==> src/rtl/lza_pkg.sv <==
// Shared types and sizing helpers for the leading-one encoder tree.
package lza_pkg;

    localparam int unsigned MAX_POS_WIDTH = 16;

    typedef struct packed {
        logic                     nz;
        logic [MAX_POS_WIDTH-1:0] pos;
    } lod_node_t;

    // Width of the shift amount; never zero so a 2-bit string still gets a 1-bit result.
    function automatic int unsigned clog2_min1(input int unsigned v);
        return (v <= 2) ? 1 : $clog2(v);
    endfunction

    function automatic int unsigned pad_width(input int unsigned dw);
        return (32'd1 << clog2_min1(dw)) - dw;
    endfunction

endpackage

==> src/rtl/lod_merge_node.sv <==
// Two-input merge of the leading-one tree: picks the upper half when it holds a one.
module lod_merge_node #(
    parameter int unsigned POS_WIDTH = 3,
    parameter int unsigned LEVEL     = 0
) (
    input  logic                 nz_hi_i,
    input  logic                 nz_lo_i,
    input  logic [POS_WIDTH-1:0] pos_hi_i,
    input  logic [POS_WIDTH-1:0] pos_lo_i,
    output logic                 nz_o,
    output logic [POS_WIDTH-1:0] pos_o
);

    // Inputs only carry bits below LEVEL, so OR-ing in this bit is the {1,pos_lo} concat.
    localparam logic [POS_WIDTH-1:0] LevelBit = POS_WIDTH'(1) << LEVEL;

    assign nz_o  = nz_hi_i | nz_lo_i;
    assign pos_o = nz_hi_i ? pos_hi_i : (pos_lo_i | LevelBit);

endmodule

==> src/rtl/encoding_tree_pipe.sv <==
// Pipelined leading-zero/leading-one counter with valid/ready streaming and a sideband tag.
module encoding_tree_pipe
    import lza_pkg::*;
#(
    parameter int unsigned DATA_WIDTH       = 8,
    parameter int unsigned SHIFT_WIDTH      = clog2_min1(DATA_WIDTH),
    parameter int unsigned LEVELS_PER_STAGE = 1,
    parameter int unsigned TAG_WIDTH        = 4
) (
    input  logic                   clk,
    input  logic                   rst_n,
    input  logic                   flush,
    input  logic                   in_valid,
    output logic                   in_ready,
    input  logic [DATA_WIDTH-1:0]  in_data,
    input  logic                   in_mode,
    input  logic [TAG_WIDTH-1:0]   in_tag,
    output logic                   out_valid,
    input  logic                   out_ready,
    output logic [SHIFT_WIDTH-1:0] out_nshift,
    output logic                   out_not_zero,
    output logic [TAG_WIDTH-1:0]   out_tag
);

    localparam int unsigned P      = 32'd1 << SHIFT_WIDTH;
    localparam int unsigned PAD    = pad_width(DATA_WIDTH);
    localparam int          STAGES = int'((SHIFT_WIDTH + LEVELS_PER_STAGE - 1) / LEVELS_PER_STAGE);

    logic [DATA_WIDTH-1:0] s;
    logic [P-1:0]          s_pad;
    logic [STAGES-1:0]     ld;
    logic [STAGES-1:0]     valid_q, valid_d;
    logic [TAG_WIDTH-1:0]  tag_q [STAGES];

    assign s     = in_mode ? ~in_data : in_data;
    assign s_pad = P'(s) << PAD;

    // Load chain ripples back from the consumer so a full pipe still moves every cycle.
    always_comb begin
        ld = '0;
        ld[STAGES-1] = !valid_q[STAGES-1] || out_ready;
        for (int k = STAGES - 2; k >= 0; k--) begin
            ld[k] = !valid_q[k] || ld[k+1];
        end
    end

    assign in_ready = ld[0] && !flush;

    always_comb begin
        valid_d = valid_q;
        if (flush) begin
            valid_d = '0;
        end else begin
            if (ld[0]) valid_d[0] = in_valid;
            for (int k = 1; k < STAGES; k++) begin
                if (ld[k]) valid_d[k] = valid_q[k-1];
            end
        end
    end

    always_ff @(posedge clk or negedge rst_n) begin
        if (!rst_n) valid_q <= '0;
        else        valid_q <= valid_d;
    end

    always_ff @(posedge clk) begin
        if (ld[0]) tag_q[0] <= in_tag;
        for (int k = 1; k < STAGES; k++) begin
            if (ld[k]) tag_q[k] <= tag_q[k-1];
        end
    end

    // Level l holds P>>l nodes; node 0 always covers the MSB end.
    for (genvar l = 0; l <= SHIFT_WIDTH; l++) begin : g_lvl
        localparam int unsigned N = P >> l;
        logic [N-1:0]             nz;
        logic [SHIFT_WIDTH-1:0]   pos [N];

        if (l == 0) begin : g_leaf
            for (genvar j = 0; j < N; j++) begin : g_bit
                assign nz[j]  = s_pad[P-1-j];
                assign pos[j] = '0;
            end
        end else begin : g_merge
            logic [N-1:0]           nz_m;
            logic [SHIFT_WIDTH-1:0] pos_m [N];

            for (genvar j = 0; j < N; j++) begin : g_node
                lod_merge_node #(
                    .POS_WIDTH (SHIFT_WIDTH),
                    .LEVEL     (l - 1)
                ) u_node (
                    .nz_hi_i  (g_lvl[l-1].nz[2*j]),
                    .nz_lo_i  (g_lvl[l-1].nz[2*j+1]),
                    .pos_hi_i (g_lvl[l-1].pos[2*j]),
                    .pos_lo_i (g_lvl[l-1].pos[2*j+1]),
                    .nz_o     (nz_m[j]),
                    .pos_o    (pos_m[j])
                );
            end

            if ((l % LEVELS_PER_STAGE == 0) || (l == SHIFT_WIDTH)) begin : g_reg
                localparam int unsigned S = (l + LEVELS_PER_STAGE - 1) / LEVELS_PER_STAGE - 1;
                always_ff @(posedge clk) begin
                    if (ld[S]) begin
                        nz  <= nz_m;
                        pos <= pos_m;
                    end
                end
            end else begin : g_comb
                assign nz  = nz_m;
                assign pos = pos_m;
            end
        end
    end

    // Outputs are gated by valid so reset and empty slots read as zero.
    assign out_valid    = valid_q[STAGES-1];
    assign out_not_zero = out_valid && g_lvl[SHIFT_WIDTH].nz[0];
    assign out_nshift   = out_not_zero ? g_lvl[SHIFT_WIDTH].pos[0] : '0;
    assign out_tag      = out_valid ? tag_q[STAGES-1] : '0;

endmodule
==> config.mk <==
export PLATFORM = sky130hd
export DESIGN_NAME = encoding_tree_pipe
export DESIGN_NICKNAME = d
export VERILOG_FILES = /design/src/rtl/lza_pkg.sv /design/src/rtl/lod_merge_node.sv /design/src/rtl/encoding_tree_pipe.sv
export SDC_FILE = /design/constraint.sdc
export NUM_CORES = 1
export LEC_CHECK = 0
export BUFFER_PORTS_ARGS = -buffer_cell sky130_fd_sc_hd__buf_2
export CAP_MARGIN = 40
export CORE_ASPECT_RATIO = 1.25
export CORE_MARGIN = 4
export CORE_UTILIZATION = 52
export CTS_CLUSTER_SIZE = 16
export DETAILED_ROUTE_END_ITERATION = 8
export HOLD_SLACK_MARGIN = 0.06
export PLACE_DENSITY = 0.78
export SKIP_LAST_GASP = 1
export SLEW_MARGIN = 10
export SYNTH_ARGS = -nofsm -noshare
export SYNTH_HDL_FRONTEND = slang
export SYNTH_SLANG_ARGS = --single-unit
==> constraint.sdc <==
create_clock -name clk -period 1.5 [get_ports clk]
set_clock_uncertainty 0.15 [all_clocks]
set_input_delay 0.15 -clock clk [delete_from_list [all_inputs] [get_ports clk]]
set_output_delay 0.15 -clock clk [all_outputs]
set_load 0.05 [all_outputs]
### Word-level counts from Yosys, hierarchy flattened

Memory sizes are Yosys's and may differ from the RTL's.
Index checks and enable logic that the tools add are counted.

| storage, ports and cells | value |
|---|---|
| register bits after elaboration | 26 |
| latch bits | 0 |
| memory bits (writable) | 12 |
| ROM bits | 0 |
| input port bits | 18 |
| word-level logic and storage cells | 57 |
| memories kept | 1 |

Memories:

| memory | words | width | rd ports | clocked after memory_dff | wr ports | line | RTL |
|---|---|---|---|---|---|---|---|
| tag_q | 3 | 4 | 3 | 0 | 3 | encoding_tree_pipe.sv:33 | `logic [TAG_WIDTH-1:0] tag_q [STAGES];` |

| cells by class | value |
|---|---|
| add/subtract/negate cells | 0 |
| $mul | 0 |
| divide/modulo/power cells | 0 |
| order comparisons | 0 |
| equal/unequal tests | 0 |
| shift-type cells | 0 |
| muxes and demuxes | 20 |
| bitwise operators | 8 |
| reductions and logical operators | 12 |

Operators by type and width:

| cell | number |
|---|---|
| two-way mux 1 bit | 14 |
| two-way mux 3 bit | 3 |
| two-way mux 8 bit | 1 |
| inverter 8 bit | 1 |
| OR 1 bit | 7 |
| nonzero test 2 bit | 3 |
| logical NOT 1 bit | 4 |
| two-way mux 4 bit | 1 |
| logical OR 1 bit | 3 |
| logical AND 1 bit | 2 |
| two-way mux 2 bit | 1 |

### Depth between registers and ports, before layout

Gate-level depths: netlist of the first run.

| depth | value |
|---|---|
| depth after elaboration | 6 |
| depth in mapped cells | 3 |
| depth with buffers taken out | 2 |

### Cells and area by module

A second synthesis of the first run with hierarchy kept.

| unflattened totals | value |
|---|---|
| cells, all modules | 100 |
| area, all modules | 1737.9 um^2 |

Modules (own cells, without submodules):

| module | instances | cells an instance | area an instance (um^2) | seq. area each (um^2) |
|---|---|---|---|---|
| encoding_tree_pipe | 1 | 72 | 1492.7 | 1276.2 |
| lod_merge_node | 7 | 4 | 35.0 | 0.0 |

### Least setup slack after synthesis of the first run

OpenSTA, ideal clock, no wires.

| timing path | value |
|---|---|
| path kind | register -> output |
| start point | reg valid_q[2] |
| end point | out in_ready |
| arrival time | 1.736 ns |
| data required time | 1.200 ns |
| slack | -0.536 ns |
| stages on the path, launching flop included | 4 |
| buffers on the path | 1 |
| cells stage by stage | dfrtp_1 buf_4 nand4b_4 nor2b_1 |

| on the way | value |
|---|---|
| cells in the longest elaborated chain, start to end | 5 |

RTL lines:

| item | line | RTL |
|---|---|---|
| start, declared | encoding_tree_pipe.sv:32 | `logic [STAGES-1:0] valid_q, valid_d;` |
| start signal, assigned | encoding_tree_pipe.sv:63 | `else valid_q <= valid_d;` |
| logical NOT 1 bit | encoding_tree_pipe.sv:41 | `ld[STAGES-1] = !valid_q[STAGES-1] \|\| out_ready;` |
| logical OR 1 bit | encoding_tree_pipe.sv:41 |  |
| logical OR 1 bit (2 in series) | encoding_tree_pipe.sv:43 | `ld[k] = !valid_q[k] \|\| ld[k+1];` |
| net ld[0] | encoding_tree_pipe.sv:31 | `logic [STAGES-1:0] ld;` |
| logical AND 1 bit | encoding_tree_pipe.sv:47 | `assign in_ready = ld[0] && !flush;` |
| end, declared | encoding_tree_pipe.sv:14 | `output logic in_ready,` |

The timed path passes the listed nets, and every way through them passes these cells.

### Worst setup path in the final report of the first run

| timing path | value |
|---|---|
| start point | reg valid_q[2] |
| end point | out out_nshift[1] |

| on the way | value |
|---|---|
| cells in the longest elaborated chain, start to end | 2 |

RTL lines:

| item | line | RTL |
|---|---|---|
| logical AND 1 bit | encoding_tree_pipe.sv:119 | `assign out_not_zero = out_valid && g_lvl[SHIFT_WIDTH].nz[0];` |
| two-way mux 3 bit | encoding_tree_pipe.sv:120 | `assign out_nshift = out_not_zero ? g_lvl[SHIFT_WIDTH].pos[0] : '0;` |
| end, declared | encoding_tree_pipe.sv:20 | `output logic [SHIFT_WIDTH-1:0] out_nshift,` |

No other way between the ends.

==> results of run 1 <==
## cells in the final DEF, fill, tap and decap left out
cell type,instances
edfxtp_1,30
buf_2,17
dlygate4sd3_1,16
buf_6,7
and3_1,6
inv_1,6
clkbuf_4,5
buf_4,5
and2_4,4
xnor2_1,4
nor3_1,4
nor2_1,4
mux2_1,4
or2_1,3
a21oi_1,2
dfrtp_1,2
and2_1,1
nand2b_1,1
nand3b_2,1
nand4b_4,1
nor2b_4,1
a21oi_2,1
and3_4,1
clkbuf_8,1
bufinv_16,1
clkbuf_1,1
buf_8,1
dfrtp_2,1
## routing by layer
metal | GRT usage, % | vias to the layer above
met5 | 0 | -
met4 | 4.792 | 0
met3 | 5.896 | 3
met2 | 29.19 | 37
met1 | 15.40 | 379
li1 | - | 382
## repair_timing
item                                   CTS  global route
hold buffers                            16             0
buffers inserted                         2             0
setup endpoints to repair                9             9
gates resized for setup                 19             8
endpoints found under the hold margin   18             0
## final cells by class
class / instances / area (um2) / area share, %
Multi-Input combinational cell: 38 / 297.8 / 16.56
Clock buffer: 7 / 55.05 / 3.062
Tap cell: 31 / 38.79 / 2.157
Sequential cell: 33 / 977.2 / 54.35
Timing Repair Buffer: 46 / 376.6 / 20.95
Clock inverter: 1 / 30.03 / 1.670
Inverter: 6 / 22.52 / 1.253
## cells by family after synthesis
kind of cell,after synthesis
buffers and inverters,8
xor gates and xnor gates,4
muxes,4
DFF,33
AOI/OAI and AO/OA,3
and+or+nand+nor,27
## registers in the layout (all words and copies together), names as in the netlist
register	count
g_lvl.nz	7
g_lvl.pos	11
tag_q	12
valid_q	3
## synthesized netlist by cell type, drive strengths merged
master  count  area [um2]
nand2b      1       6.260
xnor2       4       35.03
inv         6       22.52
nor3        4       20.02
dfrtp       3       75.07
nand3b      1       11.26
buf         2       15.01
nor2b       1       6.260
or2         3       18.77
edfxtp     30       900.9
nor2        4       15.01
mux2        4       45.04
nand4b      1       23.77
and3        7       43.79
a21oi       3       18.77
and2        5       31.28
## worst reg2reg max path: stages (launching register included)
cell and delay [ns]:
dfrtp_2 0.47, buf_4 0.16, nand2b_1 0.28
## through the flow
stage | setup TNS [ns] | instance area (um2) | hold slack [ns] | total power, mW | setup slack, ns
2_1_floorplan | -0.01868 | 1301 | -0.2956 | 1.185 | -0.01868
4_1_cts | -0.1618 | 1780 | 0.1048 | 1.944 | -0.03169
5_1_grt | -0.4181 | 1798 | 0.1098 | 2.011 | -0.07411
6_report | -0.04781 | 1798 | 0.1238 | 1.942 | -0.01788
3_3_place_gp | 0 | 1464 | -0.2000 | 1.225 | 0.2403
3_5_place_dp | 0 | 1464 | -0.1953 | 1.233 | 0.2098
## how the worst min path moves through the flow
stage / from / endpoint / slack, ns / cells after the start
finish: in_mode / g_lvl[1].pos[9] / 0.12 / 2
detailed placement: rst_n / valid_q[1] / -0.20 / 1
global placement: rst_n / valid_q[1] / -0.20 / 1
floorplan: rst_n / valid_q[0] / -0.30 / 0
global route: in_mode / g_lvl[1].pos[9] / 0.11 / 2
CTS: in_mode / g_lvl[1].pos[0] / 0.10 / 2
## report_power, final
part / internal [mW] / switching (mW) / leakage (nW)
Clock: 0.398 / 0.276 / 0.0455
Sequential: 1.07 / 0.0228 / 0.348
Combinational: 0.0921 / 0.0817 / 0.394
Total: 1.56 / 0.381 / 0.787
==> results.json, run 1 <==
{
  "status": "complete, but fails checks",
  "violations": "setup timing",
  "wl_per_cell_um": 14.30,
  "maxSlewViolCount": 0,
  "port_buffers": 27,
  "initial_core_util_pct": 56.47,
  "holdCritPathClass": "input port to flop",
  "mappedNetlistNets": 97,
  "synth_top_family_by_area": "simple AND/OR/NAND/NOR gates",
  "synth_warnings": 0,
  "initialDrtViolationCount": 32,
  "critPathCapture": "out_nshift[1]",
  "r2r-start": "valid_q[2]",
  "die_w_um": 52.53,
  "avgSynthCellArea_um2": 16.31,
  "cts_max_path_buffers": 2,
  "worstReg2RegEnd": "g_lvl[3].pos[2]",
  "drc": 0,
  "ant_nets": 0,
  "place_congestion": 0.6913,
  "cp.depth": 3,
  "reg2reg_depth": 2,
  "fillers": 122,
  "syn_area_mm2": 0.001289,
  "grt_max_degree": 14,
  "wl_met2_mm": 1.357,
  "fin_crit_ns": 1.518,
  "track_usage_pct": 15.74,
  "synthSimpleGateAreaFrac_pct": 13.69,
  "numClockSinks": 33,
  "cts_tree": "done",
  "timing.final.ws_setup_ns": -0.01788,
  "leakage_nw": 0.7866,
  "cts-root-buf": "clkbuf_4",
  "hpwl_mm": 1.278,
  "ff2ff_setup_slack_ns": 0.11,
  "core-area_mm2": 0.002282,
  "required_ns": 1.20,
  "num_rows": 19,
  "fmax_mhz": 658.8,
  "path_class": "flop to output port",
  "critPathMaxFanout": 6,
  "startpoint_type": "flop",
  "synth_compound_area_share_pct": 1.456,
  "cp_top_family": "flip-flops",
  "fp.dieH_um": 63.66,
  "max_stage_delay_ns": 0.47,
  "syn2layout_area_growth_pct": 39.51,
  "maxCapViolCount": 0,
  "cp.buffers_inverters": 2,
  "p_per_area_mw_per_mm2": 1080,
  "fin_crit_sh_pct": 101.2,
  "overflow": 0,
  "drtPass1Iterations": 4,
  "cts-htree-levels": 2,
  "viasPerCell": 4.944,
  "synth_xor_area_share_pct": 2.718,
  "crit_path_end_kind": "output port",
  "final_nets": 148,
  "drive_above_1_share_pct": 35.88,
  "ys_seq_area_share_pct": 75.73,
  "num_antenna_cells": 0,
  "vias": 801,
  "ir_drop_uv": 1095,
  "top_layer_used": "met4",
  "rsz0062_at_grt": "yes",
  "cts_made_buffers": 5,
  "ios": 28,
  "path_cells": "buf_6 > and3_4 > buf_8",
  "drt-total-wl_mm": 2.317,
  "clk_pin_slew_ns": 0.09,
  "grt_pass1_wl_mm": 3.670,
  "synth.area.mux_share_pct": 3.495,
  "synthAdderAreaFrac_pct": 0,
  "hold_violations": 0,
  "met1Wirelength_um": 777,
  "critPathLaunch": "valid_q[2]",
  "wl_met3_um": 155,
  "slew_headroom_pct": 75.07,
  "synth_cell_types": 17,
  "setup_viol": 6,
  "cp_slowest_cell": "dfrtp_2",
  "final_util_pct": 78.78,
  "grt_pass1_vias": 807,
  "dp.cells": 136,
  "clock_latency_ns": 0.32,
  "die-area_mm2": 0.003344,
  "synth-seq-cells": 33,
  "grt_antenna_before_repair": 0,
  "tightestPinTransition_ns": 0.3739,
  "post_layout_nonfiller_instances": 162,
  "syn_inst": 79,
  "crit_arrival_ns": 1.22
}
Power figures use the tool's default switching activity.
==> inputs of run 2 (changes only) <==
--- a/config.mk
+++ b/config.mk
@@ -8,7 +8,7 @@
 export BUFFER_PORTS_ARGS = -buffer_cell sky130_fd_sc_hd__buf_2
 export CAP_MARGIN = 40
 export CORE_ASPECT_RATIO = 1.25
-export CORE_MARGIN = 4
+export CORE_MARGIN = 5
 export CORE_UTILIZATION = 52
 export CTS_CLUSTER_SIZE = 16
 export DETAILED_ROUTE_END_ITERATION = 8
==> run 2 against run 1 <==
  * The run still ends with setup timing left
  * Non-clock buffer count increased by 1
  * Global-route usage decreased by 1.5 points
  * Power decreased by 11%
  * Design area decreased by 0.83%
  * Utilization decreased by 4.6 points
  * Routed wire length decreased by 7.7%
  * Critical endpoint is now out_valid
  * Largest power group unchanged
==> results.json, run 2 (synthesized netlist as in run 1, its figures left out) <==
{
  "status": "complete, but fails checks",
  "violations": "setup timing",
  "top_register": "tag_q",
  "ios": 28,
  "num_antenna_cells": 0,
  "fin_crit_sh_pct": 101.9,
  "rsz0062_at_grt": "yes",
  "place_congestion": 0.6837,
  "placed_area_mm2": 0.001466,
  "fmax_mhz": 654.4,
  "grt_antenna_before_repair": 0,
  "port_buffers": 27,
  "final_nets": 149,
  "critPathMaxFanout": 6,
  "fillers": 154,
  "clk_pin_slew_ns": 0.09,
  "slew_headroom_pct": 80.97,
  "tightestPinTransition_ns": 0.2839,
  "maxSlewViolCount": 0,
  "hold_violations": 0,
  "vias": 781,
  "critPathLaunch": "valid_q[2]",
  "viasPerCell": 4.733,
  "path_class": "flop to output port",
  "ant_nets": 0,
  "final_util_pct": 74.22,
  "core-area_mm2": 0.002402,
  "drc": 0,
  "cts_made_buffers": 5,
  "cts-root-buf": "clkbuf_4",
  "ir_drop_uv": 830.2,
  "holdCritPathClass": "input port to flop",
  "wl_per_cell_um": 12.96,
  "die_w_um": 54.53,
  "cts_tree": "done",
  "fin_crit_ns": 1.528,
  "cts_max_path_buffers": 2,
  "syn2layout_area_growth_pct": 38.35,
  "grt_pass1_vias": 838,
  "fp.dieH_um": 65.66,
  "maxCapViolCount": 0,
  "cts-htree-levels": 2,
  "final_common_cell": "edfxtp_1",
  "clock_latency_ns": 0.32,
  "num_rows": 20,
  "r2r-start": "valid_q[2]",
  "leakage_nw": 0.7778,
  "numClockSinks": 33,
  "drtPass1Iterations": 2,
  "min_from": "in_mode",
  "largest_reg_flops": 12,
  "startpoint_type": "flop",
  "final_cell_mix": "30 x edfxtp_1, 17 x buf_2, 16 x dlygate4sd3_1",
  "die-area_mm2": 0.003580,
  "setup_viol": 6,
  "crit_arrival_ns": 1.23,
  "grt_max_degree": 14,
  "p_per_area_mw_per_mm2": 964.1,
  "hold-worst-slack_ns": 0.1090,
  "hpwl_mm": 1.322,
  "crit_path_end_kind": "output port",
  "biggestRegsByFlops": "tag_q x12, g_lvl.pos x11, g_lvl.nz x7",
  "required_ns": 1.20,
  "track_usage_pct": 14.23,
  "design_area_mm2": 0.001783,
  "overflow": 0,
  "pre_cts_ws_ns": 0.2145,
  "initialDrtViolationCount": 12,
  "initial_core_util_pct": 53.65,
  "drt-total-wl_mm": 2.138,
  "grt_pass1_wl_mm": 3.381,
  "drive_above_1_share_pct": 35.61,
  "power_mw": 1.719,
  "timing.final.ws_setup_ns": -0.02823
}
## run 2: cell types whose count changed in the layout (fill, tap and decap cells not counted)
cell	before	now
nand2b_1	1	0
and2_1	1	3
nand2b_2	0	1
buf_8	1	2
clkinv_2	0	2
and2_4	4	2
clkbuf_8	1	0
buf_6	7	8
buf_4	5	4
bufinv_16	1	0
## run 2: layout make-up
class | count | area, um2 | area share (%)
Clock inverter | 2 | 10.01 | 0.5614
Multi-Input combinational cell | 38 | 295.3 | 16.56
Inverter | 6 | 22.52 | 1.263
Sequential cell | 33 | 977.2 | 54.81
Clock buffer | 6 | 41.29 | 2.316
Timing Repair Buffer | 47 | 395.4 | 22.18
Tap cell | 33 | 41.29 | 2.316
## run 2: worst max-delay path: stages (launching register included)
cell and delay [ns]:
dfrtp_2 0.47, buf_6 0.14, buf_4 0.14, buf_6 0.15
## run 2: path summary, 6_finish.rpt
| check | endpoint | slack (ns) | cells past startpoint |
|---|---|---|---|
| min in group asynchronous | valid_q[0] | 0.53 | 3 |
| max | out_valid | -0.03 | 3 |
| max reg2reg | g_lvl[2].pos[4] | 0.04 | 3 |
| min | g_lvl[1].pos[9] | 0.11 | 2 |
| min reg2reg | tag_q[0][6] | 0.28 | 0 |
| max in group asynchronous | valid_q[2] | 0.52 | 3 |
## run 2: where the power goes
group          leakage [nW]  switching (mW)  internal [mW]  total (mW)
clock network        0.0320           0.276          0.178       0.455
logic                 0.398          0.0771         0.0932       0.170
registers             0.348          0.0229           1.07        1.09
## run 2: per-stage QoR
stage / TNS, ns / instances
2_1_floorplan: -0.01868 / 79
3_3_place_gp: 0 / 138
3_5_place_dp: 0 / 138
4_1_cts: -0.3418 / 164
5_1_grt: -0.4225 / 165
6_report: -0.1070 / 165
## run 2: per-layer routing
layer | part of all wire [%] | GRT usage (%) | up-vias | routed length (um)
met2 | 60 | 26.35 | 24 | 1293
met3 | 6.3 | 6.803 | 4 | 134
met4 | 2.1 | 6.542 | 0 | 45
met5 | 0 | 0 | - | 0
li1 | - | - | 386 | -
met1 | 31 | 11.79 | 367 | 664
## run 2: what timing repair did
action | CTS | global route
hold buffers | 16 | 0
resized for setup | 19 | 10
endpoints found under the hold margin | 18 | 0
pin swaps | 0 | 1
setup buffers | 2 | 1
endpoints found under the setup margin | 9 | 18
==> inputs of run 3 (changes only) <==
==> constraint.sdc (replaced) <==
create_clock -name clk -period 1.6 [get_ports clk]
set_clock_uncertainty 0.15 [all_clocks]
set_input_delay 0.16 -clock clk [delete_from_list [all_inputs] [get_ports clk]]
set_output_delay 0.16 -clock clk [all_outputs]
set_load 0.05 [all_outputs]
==> run 3 against run 2 <==
  * The run now ends clean
  * Sequential power shrank 6%
  * Clock power shrank 7.0%
  * Worst hold slack gained 0.0070 ns
  * Non-clock buffer count stayed put
  * Global-route usage decreased by 1.1 points
  * Design area is 3.6% lower
  * Register-to-register slack gained 0.23 ns
  * Utilization decreased by 2.7 points
  * Final cell count unchanged
  * Critical path depth rose by 2
==> results.json, run 3 (synthesized netlist as in run 1, its figures left out) <==
{
  "clock_latency_ns": 0.32,
  "drc": 0,
  "fin_crit_sh_pct": 99.96,
  "switching_share_pct": 21.78,
  "overflow": 0,
  "port_buffers": 27,
  "p_seq_share_pct": 64.2,
  "fillers": 167,
  "tightestPinTransition_ns": 0.3742,
  "cp_top_family": "buffers and inverters",
  "critPathLaunch": "in_data[0]",
  "numClockSinks": 33,
  "drive_above_1_share_pct": 32.58,
  "rsz0062_at_grt": "yes",
  "ios": 28,
  "cp.buffers_inverters": 3,
  "min_from": "in_mode",
  "path_class": "input port to flop",
  "setup_viol": 0,
  "num_antenna_cells": 0,
  "core-area_mm2": 0.002402,
  "slew_headroom_pct": 75.05,
  "critPathMaxFanout": 2,
  "drtPass1Iterations": 4,
  "cts_max_path_buffers": 2,
  "p_switching_mw": 0.3472,
  "design_area_mm2": 0.001719,
  "cts-htree-levels": 2,
  "num_rows": 20,
  "status": "finished, final reports clean",
  "ir_drop_uv": 655.8,
  "initialDrtViolationCount": 7,
  "biggestRegsByFlops": "tag_q x12, g_lvl.pos x11, g_lvl.nz x7",
  "maxSlewViolCount": 0,
  "pwr-share-comb_pct": 9.2,
  "fin_crit_ns": 1.599,
  "viasPerCell": 4.673,
  "ff2ff_setup_slack_ns": 0.27,
  "cp_slowest_cell": "dlygate4sd3_1",
  "drt-total-wl_mm": 1.932,
  "die-area_mm2": 0.003580,
  "fmax_mhz": 625.2,
  "reg2reg_depth": 2,
  "power_mw": 1.594,
  "final_nets": 149,
  "grt_max_degree": 14,
  "vias": 771,
  "p_int_mw": 1.247,
  "final_cell_mix": "30 x edfxtp_1, 25 x buf_2, 18 x dlygate4sd3_1",
  "maxCapViolCount": 0,
  "crit_arrival_ns": 1.54,
  "leakage_nw": 0.7686,
  "wl_per_cell_um": 11.71,
  "placed_area_mm2": 0.001466,
  "path_cells": "dlygate4sd3_1 > buf_2 > nor3_1 > dlygate4sd3_1 > nor2_1",
  "track_usage_pct": 13.10,
  "max_stage_delay_ns": 0.57,
  "die_w_um": 54.53,
  "p_per_area_mw_per_mm2": 927.4,
  "syn2layout_area_growth_pct": 33.40,
  "startpoint_type": "input port",
  "p_clk_share_pct": 26.6,
  "hold_violations": 0,
  "cts_tree": "done",
  "fp.dieH_um": 65.66,
  "cts-root-buf": "clkbuf_4",
  "place_congestion": 0.7261,
  "hpwl_mm": 1.219,
  "required_ns": 1.54,
  "ant_nets": 0,
  "hold-worst-slack_ns": 0.1160,
  "grt_antenna_before_repair": 0,
  "holdCritPathClass": "input port to flop",
  "clk_pin_slew_ns": 0.09,
  "hold_depth": 2,
  "initial_core_util_pct": 53.65,
  "grt_pass1_vias": 750,
  "worstReg2RegEnd": "g_lvl[2].pos[4]",
  "crit_path_end_kind": "flop",
  "cts_made_buffers": 5,
  "top_register": "tag_q",
  "path_common_cell": "dlygate4sd3_1",
  "largest_reg_flops": 12,
  "grt_pass1_wl_mm": 3.167,
  "final_common_cell": "edfxtp_1",
  "r2r-start": "valid_q[2]",
  "whs_endpoint": "g_lvl[1].pos[9]"
}
run 3: worst max path at each step:
stage / end / depth (start not counted) / slack [ns]
6_report: g_lvl[1].nz[3] / 5 / 0.0006
5_1_grt: in_ready / 3 / -0.03
4_1_cts: out_nshift[2] / 2 / 0.02
3_5_place_dp: tag_q[0][9] / 1 / 0.31
3_3_place_gp: in_ready / 3 / 0.33
2_1_floorplan: in_ready / 3 / 0.04
run 3: worst reg2reg max path, cell delays in order (launching register included):
cell	delay, ns
dfrtp_2	0.48
buf_4	0.16
nand3b_2	0.23
run 3: power groups by stage:
stage	Sequential (mW)	Combinational (mW)	Clock [mW]
floorplan	1.04	0.0709	0
global placement	1.04	0.106	0
detailed placement	1.05	0.109	0
CTS	1.03	0.143	0.442
global route	1.03	0.160	0.492
finish	1.02	0.147	0.423
run 3: what timing repair did:
item                       CTS  global route
pin swaps                    0             0
resized for setup            1             2
hold buffers                18             0
setup endpoints to repair    1             5
buffers inserted             0             1
hold endpoints to repair    18             0
run 3: final cells by class:
| type | count | area, um2 | share of cell area, % |
|---|---|---|---|
| multi-input cells | 38 | 287.8 | 16.74 |
| well taps | 33 | 41.29 | 2.402 |
| inverters | 6 | 22.52 | 1.310 |
| repair buffers | 47 | 335.3 | 19.51 |
| clock inverters | 3 | 17.52 | 1.019 |
| clock buffers | 5 | 37.54 | 2.183 |
| flip-flops and latches | 33 | 977.2 | 56.84 |
run 3: layer usage:
layer,vias to the layer above,GRT usage (%),wire length (um)
li1,386,-,-
met1,358,11.64,646
met2,22,23.65,1127
met3,5,4.308,115
met4,0,8.411,42
met5,-,0,0
run 3: per-stage QoR:
| step | std cells | setup slack [ns] | setup TNS (ns) | util [%] |
|---|---|---|---|---|
| 3_5_place_dp | 138 | 0.3088 | 0 | 61.04 |
| 4_1_cts | 164 | 0.01569 | 0 | 70.94 |
| 2_1_floorplan | 79 | 0.04464 | 0 | - |
| 5_1_grt | 165 | -0.02814 | -0.03110 | 71.56 |
| 3_3_place_gp | 138 | 0.3295 | 0 | 61.04 |
| 6_report | 165 | 0.0005614 | 0 | 71.56 |
